**src/rtl/simple_processor_pkg.sv**
```systemverilog
// simple_processor_pkg
// Shared types and constants for the simple processor memory subsystem.
// Provides the default bus widths, the default arbiter timeout, the
// arbiter FSM state type and the requester identifier used by the
// round-robin grant logic.
package simple_processor_pkg;

    localparam int ADDR_WIDTH      = 16;
    localparam int DATA_WIDTH      = 16;
    localparam int DEFAULT_TIMEOUT = 16;

    typedef enum logic [1:0] {
        IDLE  = 2'd0,
        GNT_I = 2'd1,
        GNT_D = 2'd2
    } arb_state_e;

    typedef enum logic {
        SRC_IMEM = 1'b0,
        SRC_DMEM = 1'b1
    } grant_src_e;

endpackage

```
**src/rtl/mem_port_arbiter_rr.sv**
```systemverilog
// rr_arbiter2
// Two-input round-robin grant selector for the memory port arbiter.
// A lone request is granted directly; when both sides request in the same
// cycle the side that was not granted last wins. The last_grant register
// is updated whenever a grant is issued and resets to the instruction side,
// so the very first tie goes to the data side.
// Ports:
//   clk, rst               clock and synchronous active-high reset
//   imem_req, dmem_req     requests eligible for a grant this cycle
//   grant_imem, grant_dmem one-hot (or zero) combinational grant
module rr_arbiter2
    import simple_processor_pkg::*;
(
    input  logic clk,
    input  logic rst,
    input  logic imem_req,
    input  logic dmem_req,
    output logic grant_imem,
    output logic grant_dmem
);

    grant_src_e last_grant;

    // Pick the winner for this cycle. On a tie the side opposite to the
    // previous winner is chosen; otherwise whichever side is asking wins.
    always_comb begin
        grant_imem = 1'b0;
        grant_dmem = 1'b0;
        if (imem_req && dmem_req) begin
            if (last_grant == SRC_IMEM) begin
                grant_dmem = 1'b1;
            end else begin
                grant_imem = 1'b1;
            end
        end else begin
            grant_imem = imem_req;
            grant_dmem = dmem_req;
        end
    end

    // Remember who won the most recent grant so the next tie can be
    // resolved in the other direction.
    always_ff @(posedge clk) begin
        if (rst) begin
            last_grant <= SRC_IMEM;
        end else if (grant_dmem) begin
            last_grant <= SRC_DMEM;
        end else if (grant_imem) begin
            last_grant <= SRC_IMEM;
        end
    end

endmodule

```
**src/rtl/mem_port_arbiter.sv**
```systemverilog
// mem_port_arbiter
// Shares one memory port between the instruction and data sides of the
// simple processor. One transaction is outstanding at a time. The winning
// request is latched into registered mem_* outputs, which stay stable until
// the memory acknowledges or the wait counter times out. Completion acks and
// read data back to the requesters are combinational in the completing
// cycle; read data is forced to zero whenever its ack is low.
// Ports:
//   clk_i, rst_i                       clock, synchronous active-high reset
//   imem_req_i, imem_addr_i            instruction fetch request
//   imem_rdata_o, imem_ack_o           instruction completion
//   dmem_req_i, dmem_we_i, dmem_addr_i, dmem_wdata_i   data request
//   dmem_rdata_o, dmem_ack_o           data completion
//   mem_req_o, mem_we_o, mem_addr_o, mem_wdata_o       shared port request
//   mem_rdata_i, mem_ack_i             shared port response
//   err_o                              pulse on a timed-out access
module mem_port_arbiter
    import simple_processor_pkg::*;
#(
    parameter int MEM_ADDR_WIDTH = ADDR_WIDTH,
    parameter int MEM_DATA_WIDTH = DATA_WIDTH,
    parameter int TIMEOUT_CYCLES = DEFAULT_TIMEOUT
) (
    input  logic                      clk_i,
    input  logic                      rst_i,
    input  logic                      imem_req_i,
    input  logic [MEM_ADDR_WIDTH-1:0] imem_addr_i,
    output logic [MEM_DATA_WIDTH-1:0] imem_rdata_o,
    output logic                      imem_ack_o,
    input  logic                      dmem_req_i,
    input  logic                      dmem_we_i,
    input  logic [MEM_ADDR_WIDTH-1:0] dmem_addr_i,
    input  logic [MEM_DATA_WIDTH-1:0] dmem_wdata_i,
    output logic [MEM_DATA_WIDTH-1:0] dmem_rdata_o,
    output logic                      dmem_ack_o,
    output logic                      mem_req_o,
    output logic                      mem_we_o,
    output logic [MEM_ADDR_WIDTH-1:0] mem_addr_o,
    output logic [MEM_DATA_WIDTH-1:0] mem_wdata_o,
    input  logic [MEM_DATA_WIDTH-1:0] mem_rdata_i,
    input  logic                      mem_ack_i,
    output logic                      err_o
);

    // The counter value seen during the last permitted wait cycle; reaching
    // it without an ack means the access is abandoned in that cycle.
    localparam logic [7:0] TIMEOUT_LAST = 8'(TIMEOUT_CYCLES - 1);

    arb_state_e state;
    logic [7:0] wait_cnt;

    logic in_grant;
    logic timeout;
    logic finish;
    logic arb_imem_req;
    logic arb_dmem_req;
    logic grant_imem;
    logic grant_dmem;

    assign in_grant = (state == GNT_I) || (state == GNT_D);
    assign timeout  = in_grant && !mem_ack_i && (wait_cnt == TIMEOUT_LAST);
    assign finish   = in_grant && (mem_ack_i || timeout);

    // Decide which requests may compete for the port this cycle. From IDLE
    // both sides compete; when the current access completes only the other
    // side may take over, so the side just served cannot re-win immediately.
    always_comb begin
        arb_imem_req = 1'b0;
        arb_dmem_req = 1'b0;
        if (state == IDLE) begin
            arb_imem_req = imem_req_i;
            arb_dmem_req = dmem_req_i;
        end else if (finish && state == GNT_I) begin
            arb_dmem_req = dmem_req_i;
        end else if (finish && state == GNT_D) begin
            arb_imem_req = imem_req_i;
        end
    end

    rr_arbiter2 u_rr (
        .clk        (clk_i),
        .rst        (rst_i),
        .imem_req   (arb_imem_req),
        .dmem_req   (arb_dmem_req),
        .grant_imem (grant_imem),
        .grant_dmem (grant_dmem)
    );

    // Completion signalling back to the requesters. Acks fire in the cycle
    // the access finishes (memory ack or timeout) and are suppressed while
    // reset is asserted so an interrupted access never completes. Read data
    // only passes through on a genuine memory ack.
    assign imem_ack_o   = !rst_i && finish && (state == GNT_I);
    assign dmem_ack_o   = !rst_i && finish && (state == GNT_D);
    assign err_o        = !rst_i && timeout;
    assign imem_rdata_o = (imem_ack_o && mem_ack_i) ? mem_rdata_i : '0;
    assign dmem_rdata_o = (dmem_ack_o && mem_ack_i) ? mem_rdata_i : '0;

    // Main arbiter FSM with the registered memory port. A new grant loads
    // the winner's request into the port registers and clears the wait
    // counter; instruction grants always present a read with zero write
    // data. When an access finishes with nobody waiting, the port is
    // cleared and the FSM returns to IDLE. While waiting, the port holds
    // steady and the counter advances.
    always_ff @(posedge clk_i) begin
        if (rst_i) begin
            state       <= IDLE;
            wait_cnt    <= 8'd0;
            mem_req_o   <= 1'b0;
            mem_we_o    <= 1'b0;
            mem_addr_o  <= '0;
            mem_wdata_o <= '0;
        end else if (state == IDLE || finish) begin
            if (grant_dmem) begin
                state       <= GNT_D;
                wait_cnt    <= 8'd0;
                mem_req_o   <= 1'b1;
                mem_we_o    <= dmem_we_i;
                mem_addr_o  <= dmem_addr_i;
                mem_wdata_o <= dmem_wdata_i;
            end else if (grant_imem) begin
                state       <= GNT_I;
                wait_cnt    <= 8'd0;
                mem_req_o   <= 1'b1;
                mem_we_o    <= 1'b0;
                mem_addr_o  <= imem_addr_i;
                mem_wdata_o <= '0;
            end else if (finish) begin
                state       <= IDLE;
                wait_cnt    <= 8'd0;
                mem_req_o   <= 1'b0;
                mem_we_o    <= 1'b0;
                mem_addr_o  <= '0;
                mem_wdata_o <= '0;
            end
        end else begin
            wait_cnt <= wait_cnt + 8'd1;
        end
    end

endmodule

```
**config.mk**
```make
export PLATFORM = sky130hd
export DESIGN_NAME = mem_port_arbiter
export DESIGN_NICKNAME = d
export VERILOG_FILES = /design/src/rtl/simple_processor_pkg.sv /design/src/rtl/mem_port_arbiter_rr.sv /design/src/rtl/mem_port_arbiter.sv
export SDC_FILE = /design/constraint.sdc
export NUM_CORES = 1
export LEC_CHECK = 0
export ABC_AREA = 1
export BUFFER_PORTS_ARGS = -buffer_cell sky130_fd_sc_hd__buf_2
export CAP_MARGIN = 20
export CORE_MARGIN = 2
export CORE_UTILIZATION = 40
export CTS_BUF_LIST = sky130_fd_sc_hd__clkbuf_8
export CTS_CLUSTER_DIAMETER = 50
export DETAILED_ROUTE_END_ITERATION = 8
export PLACE_DENSITY = 0.78
export SYNTH_ARGS = -nofsm -noshare
export SYNTH_HDL_FRONTEND = slang
export SYNTH_SLANG_ARGS = --single-unit
```
**constraint.sdc**
```tcl
create_clock -name clk_i -period 4.38 [get_ports clk_i]
set_clock_uncertainty 0.2 [all_clocks]
set_input_delay 0.438 -clock clk_i [delete_from_list [all_inputs] [get_ports clk_i]]
set_output_delay 0.438 -clock clk_i [all_outputs]
set_load 0.01 [all_outputs]
```
==> results.cfg, run 1 <==
[drt]
drt-pass1-iter-count = 4
viasPerCell = 4.848
vias = 2802
drc = 0
drtIter0Drc = 156
detail-route-antenna-nets = 0
totalWireLength_mm = 6.560
wl_per_cell_um = 11.35

[logic_synthesis]
synth_top_area_share_pct = 36.29
synth_top_area_cell = dfxtp_1
syn-num-nets = 453
syn_area_per_cell_um2 = 6.550
ys_warn_count = 0
async_flop_share_pct = 0
post_synth_num_cell_types = 28
ys_seq_area_share_pct = 36.29
yosys-top-cells-count = 100 x nor2_1, 61 x nand2_1, 49 x inv_1
synth_edf_count = 0
syn_area_um2 = 2482
synth_most_common_cell = nor2_1
ys_top_cells_by_area = dfxtp_1 36%, nor2_1 15%, nand2_1 9.2%
synthCells = 379
ys_seq_elements = 45
ys.flop_type = dfxtp_1

[worst_setup_path]
max_stage_delay_ns = 0.37
cp_max_fo = 23
cp_data_arrival_time_ns = 2.29
cp_cell_sequence = ha_1 > inv_1 > nor2_4 > nand3_2 > a21boi_4 > inv_2 > nor3_2 > nand2_2 > nor2_1 > buf_2
worst_setup_path_start_kind = flip-flop
crit_buf_inv = 3
end_kind = primary output
crit_type = reg2out
crit_family = simple AND/OR/NAND/NOR gates
cp_slowest_cell = dfxtp_1
cp_data_required_time_ns = 3.74

[grt]
grt_use_total_pct = 17.85
grt_antenna_before_repair = 0
overflow = 0
grt_pass1_wl_mm = 9.632
grt_pass1_vias = 2232
grt_max_degree = 45

[clock_network]
ctsResizeCount = 0
cts_root_buf = clkbuf_8
cts_tree = built
htreeDepth = 2
hold_buffers = 0
cts_buffers = 5
cts_sinks = 45
postCtsSetupBuffers = 0
cts_buffer_depth = 2
clkLatencyLatePin_ns = 0.30
clk_pin_slew_ns = 0.09

[finish]
multi_input_area_um2 = 1262
final_net_count = 576
final_util_pct = 54.58
nFillCells = 581
seqCellArea_um2 = 900.9
area_growth_pct = 30.95
diodes = 0
drive_above_1_share_pct = 33.20

[place]
gp_congestion = 0.8412
portBuffers = 138
place_hpwl_mm = 4.816

[die]
num_rows = 28
dieArea_um2 = 6852
io_pins = 139
start_util_pct = 41.68
die_width_um = 82.78
die_h_um = 82.78
coreArea_um2 = 5956

[pwr]
p_leak_uw = 0.001733
seq_power_share_pct = 42.1
share_comb_of_total_power_pct = 30.3
switching_share_pct = 34.36
internal-power_uw = 744.9
switching_power_uw = 390.0
powerDensity_nw_per_um2 = 349.2
clkPwrFrac_pct = 27.6
ir_drop_mv = 0.2076
fin_total_pwr_uw = 1135

[timing]
tightestPinTransition_ns = 0.8122
tns_ns = 0
post-route-min-period_ns = 2.932
slew-limit-headroom_pct = 45.85
period_share_pct = 66.95
rsz0062_at_grt = no
max_freq_ghz = 0.3410
drv_slew = 0
hold_viol_final = 0
setup_violations = 0

[hold_path]
hold_path_class = in2reg

[status]
status = finished clean

[run]
drv_cap = 0
[kinds of logic (layout without fill, tap and decap cells)]
family / Yosys count / count (layout) / synth area share, %
adders and majority gates: 4 / 4 / 2.016
buffers and inverters: 73 / 197 / 12.85
and+or+nand+nor: 225 / 225 / 41.48
AOI/OAI and AO/OA: 32 / 32 / 7.359
DFF: 45 / 45 / 36.29
[tightest hold or removal path: cells and delay by family]
kind	cells	cell delay, ns
AOI/OAI and AO/OA	1	0.05
buffers and inverters	1	0.09
and+or+nand+nor	1	0.05
[state kept, by name (all words and copies together), names as in the netlist]
register and count:
mem_wdata_o 16, u_rr.last_grant 1, mem_req_o 1, wait_cnt 8, mem_addr_o 16, state 2
mem_we_o 1
[layout make-up]
type | instances | area share (%)
Clock buffer | 5 | 2.117
Clock inverter | 3 | 1.309
Multi-Input combinational cell | 261 | 38.84
Sequential cell | 45 | 27.71
Inverter | 51 | 5.889
Timing Repair Buffer | 138 | 21.25
Tap cell | 75 | 2.887
[final timing paths]
kind              slack [ns]               end       startpoint  cells after the start
setup / recovery        1.45  dmem_rdata_o[15]      wait_cnt[0]                     10
hold / removal          0.18    mem_wdata_o[8]  dmem_wdata_i[8]                      3
setup reg to reg        1.86     mem_addr_o[7]         state[1]                     13
hold reg to reg         0.29   mem_wdata_o[11]  mem_wdata_o[11]                      2
[stage by stage]
step	instance area (um2)	setup WS, ns	std cells	hold slack, ns
floorplan	2482	1.925	379	0.2473
global placement	3139	1.813	570	0.2618
detailed placement	3139	1.743	570	0.2780
CTS	3251	1.405	578	0.1677
global route	3251	1.172	578	0.1693
finish	3251	1.448	578	0.1823
[power by group through the flow]
| stage | clock network [uW] | logic (uW) | registers [uW] |
|---|---|---|---|
| floorplan | 0 | 234 | 503 |
| global placement | 0 | 338 | 486 |
| detailed placement | 0 | 345 | 487 |
| CTS | 324 | 347 | 478 |
| global route | 336 | 389 | 484 |
| finish | 313 | 344 | 477 |
[metal layers]
| layer | wire length [um] | share of wire (%) | GRT usage, % |
|---|---|---|---|
| met1 | 2647 | 40 | 21.88 |
| met2 | 3188 | 49 | 31.77 |
| met3 | 662 | 10 | 3.680 |
| met4 | 61 | 0.93 | 4.590 |
| met5 | 0 | 0 | 0 |
[layout by cell type (no fill, tap or decap), drive strengths merged, types with 4 or more instances in the layout]
| cell | n |
|---|---|
| inv | 52 |
| nand3 | 13 |
| nand2 | 67 |
| clkbuf | 5 |
| nor2 | 108 |
| a21oi | 22 |
| ha | 4 |
| buf | 138 |
| nand4 | 35 |
| dfxtp | 45 |
| o21ai | 5 |
Power figures use the tool's default switching activity.
==> run 2: changes to the inputs <==
Settings changed: ABC_AREA 1 to 0, PLACE_DENSITY 0.78 to 0.81.
Clock period 4.38 ns to 2.8 ns, I/O delays scaled along.
==> run 2 against run 1 <==
Against the previous run: clock power grew 40%; power rose by 42%; critical path depth down 3; largest power group unchanged; cell area is 4.3% lower; via count shrank 19%; non-clock buffer count rose by 15; highest routed layer unchanged; sequential power increased by 55%; setup slack got worse by 1.3 ns.
==> results.cfg, run 2 <==
[finish]
layout_common_cells = 138 x buf_2, 50 x and2_1, 45 x dfxtp_1
final_cells = 458
final_common_cell = buf_2
final_net_count = 461
nFillCells = 451
area_growth_pct = 44.48
drive_above_1_share_pct = 40.46
reg_top3 = mem_addr_o (16), mem_wdata_o (16), wait_cnt (8)
diodes = 0

[pwr]
p_leak_uw = 0.001604
internal-power_uw = 1128
clkPwrFrac_pct = 27.2
seq_power_share_pct = 46.1
share_comb_of_total_power_pct = 26.7
switching_share_pct = 29.90
switching_power_uw = 481.0
fin_total_pwr_uw = 1609
ir_drop_mv = 0.3388
powerDensity_nw_per_um2 = 517.5

[logic_synthesis]
synth_edf_count = 0
syn_area_um2 = 2152
ys_top_cells_by_area = dfxtp_1 42%, and2_1 15%, a221o_1 7.4%
synth_top_area_cell = dfxtp_1
ys_seq_area_share_pct = 41.86
ys_warn_count = 0
ys_seq_elements = 45
syn-num-nets = 314
synthCells = 240
synth_most_common_cell = and2_1
synth_top_area_share_pct = 41.86
syn_area_per_cell_um2 = 8.967
async_flop_share_pct = 0
ys.flop_type = dfxtp_1
post_synth_num_cell_types = 36
yosys-top-cells-count = 50 x and2_1, 45 x dfxtp_1, 36 x nor2_1

[worst_setup_path]
cp_data_arrival_time_ns = 2.66
cp_max_fo = 16
cp_data_required_time_ns = 2.78
end_kind = flip-flop
worst_setup_path_start_kind = flip-flop
crit_type = reg2reg

[timing]
tns_ns = 0
post-route-min-period_ns = 2.675
hold_viol_final = 0
max_freq_ghz = 0.3738
slew-limit-headroom_pct = 47.37
tightestPinTransition_ns = 0.7878
drv_slew = 0
setup_violations = 0
period_share_pct = 95.54
rsz0062_at_grt = no

[drt]
drtIter0Drc = 118
totalWireLength_mm = 5.869
wl_per_cell_um = 12.81
drc = 0
drt-pass1-iter-count = 4
viasPerCell = 4.976
vias = 2279
detail-route-antenna-nets = 0

[grt]
overflow = 0
grt_use_total_pct = 19.09
grt_pass1_wl_mm = 9.225
grt_pass1_vias = 2009
grt_max_degree = 30
grt_antenna_before_repair = 0

[hold_path]
hold_path_class = in2reg

[clock_network]
cts_tree = built
cts_sinks = 45
cts_buffers = 5
clkLatencyLatePin_ns = 0.29
clk_pin_slew_ns = 0.08
cts_root_buf = clkbuf_8
htreeDepth = 2
cts_buffer_depth = 2

[die]
start_util_pct = 41.87
die_h_um = 77.35
dieArea_um2 = 5983
num_rows = 26
die_width_um = 77.35
io_pins = 139
coreArea_um2 = 5140

[place]
place_hpwl_mm = 4.435
gp_congestion = 0.9328
portBuffers = 138
placedCellCount = 441

[status]
status = finished clean

[run]
drv_cap = 0
## run 2: changes by cell type in the layout (fill, tap and decap cells not counted), sizes merged, moves of 16 or more
cell   before  now
nor2      108   36
nand2      67    5
and2        0   50
inv        52    5
nand4      35    1
a22oi       0   20
a21oi      22    5
a221o       0   16
## run 2: per-stage QoR
step	area [um2]	setup WS (ns)	hold slack, ns	util (%)
after CTS	3077	0.03157	0.0004438	59.86
after global routing	3109	0.03000	0.002536	60.49
final	3109	0.1248	0.008307	60.49
after floorplan	2152	0.05004	0.2178	-
after detailed placement	2914	0.0003417	0.2733	56.69
after global placement	2914	0.1106	0.2851	56.69
## run 2: cells by family after synthesis
| family | Yosys count | synth area share [%] |
|---|---|---|
| xor+xnor | 3 | 1.221 |
| buf+inv | 18 | 3.721 |
| simple gates | 113 | 28.72 |
| flops | 45 | 41.86 |
| compound gates | 57 | 22.15 |
| fa+ha+maj | 4 | 2.326 |
## run 2: timing repair
item	4_1_cts	5_1_grt
hold endpoints to repair	4	3
setup endpoints to repair	10	16
hold buffers	6	3
setup buffers	0	0
gates resized for setup	1	1
## run 2: worst paths after layout
| kind | from | to | slack, ns | depth (start not counted) |
|---|---|---|---|---|
| worst max-delay path | state[0] | mem_addr_o[3] | 0.12 | 7 |
| worst min-delay path | dmem_addr_i[4] | mem_addr_o[4] | 0.008 | 2 |
| worst max register to register | state[0] | mem_addr_o[3] | 0.12 | 7 |
| worst min register to register | state[0] | state[0] | 0.28 | 2 |
## run 2: per-layer routing
layer | vias to the layer above | GRT usage [%] | routed length, um
met5 | - | 0 | 0
met4 | 0 | 6.071 | 56
met3 | 4 | 5.814 | 596
met2 | 121 | 33.48 | 2768
met1 | 1011 | 22.21 | 2448
li1 | 1143 | - | -
## run 2: power groups by stage
stage	sequential, uW	combinational [uW]	clock [uW]
after floorplan	778	227	0
after global placement	753	410	0
after detailed placement	753	421	0
after CTS	741	428	446
after global routing	750	474	469
final	741	430	438
## run 2: layout make-up
cell class                 instances  area [um2]  share of cell area (%)
multi-input combinational        177        1175                   37.79
sequential                        45       900.9                   28.97
timing repair buffer             153       825.8                   26.56
clock buffer                       7       96.34                   3.099
tap                               70       87.58                   2.817
inverter                           5       18.77                  0.6036
clock inverter                     1       5.005                  0.1610
## run 2: critical path: stages (launching register included)
cell and delay [ns]:
dfxtp_1 0.36, inv_1 0.07, ha_1 0.29, or4b_4 0.49, o32a_4 0.41, o2bb2ai_1 0.21, nor2_2 0.18, a221o_1 0.35
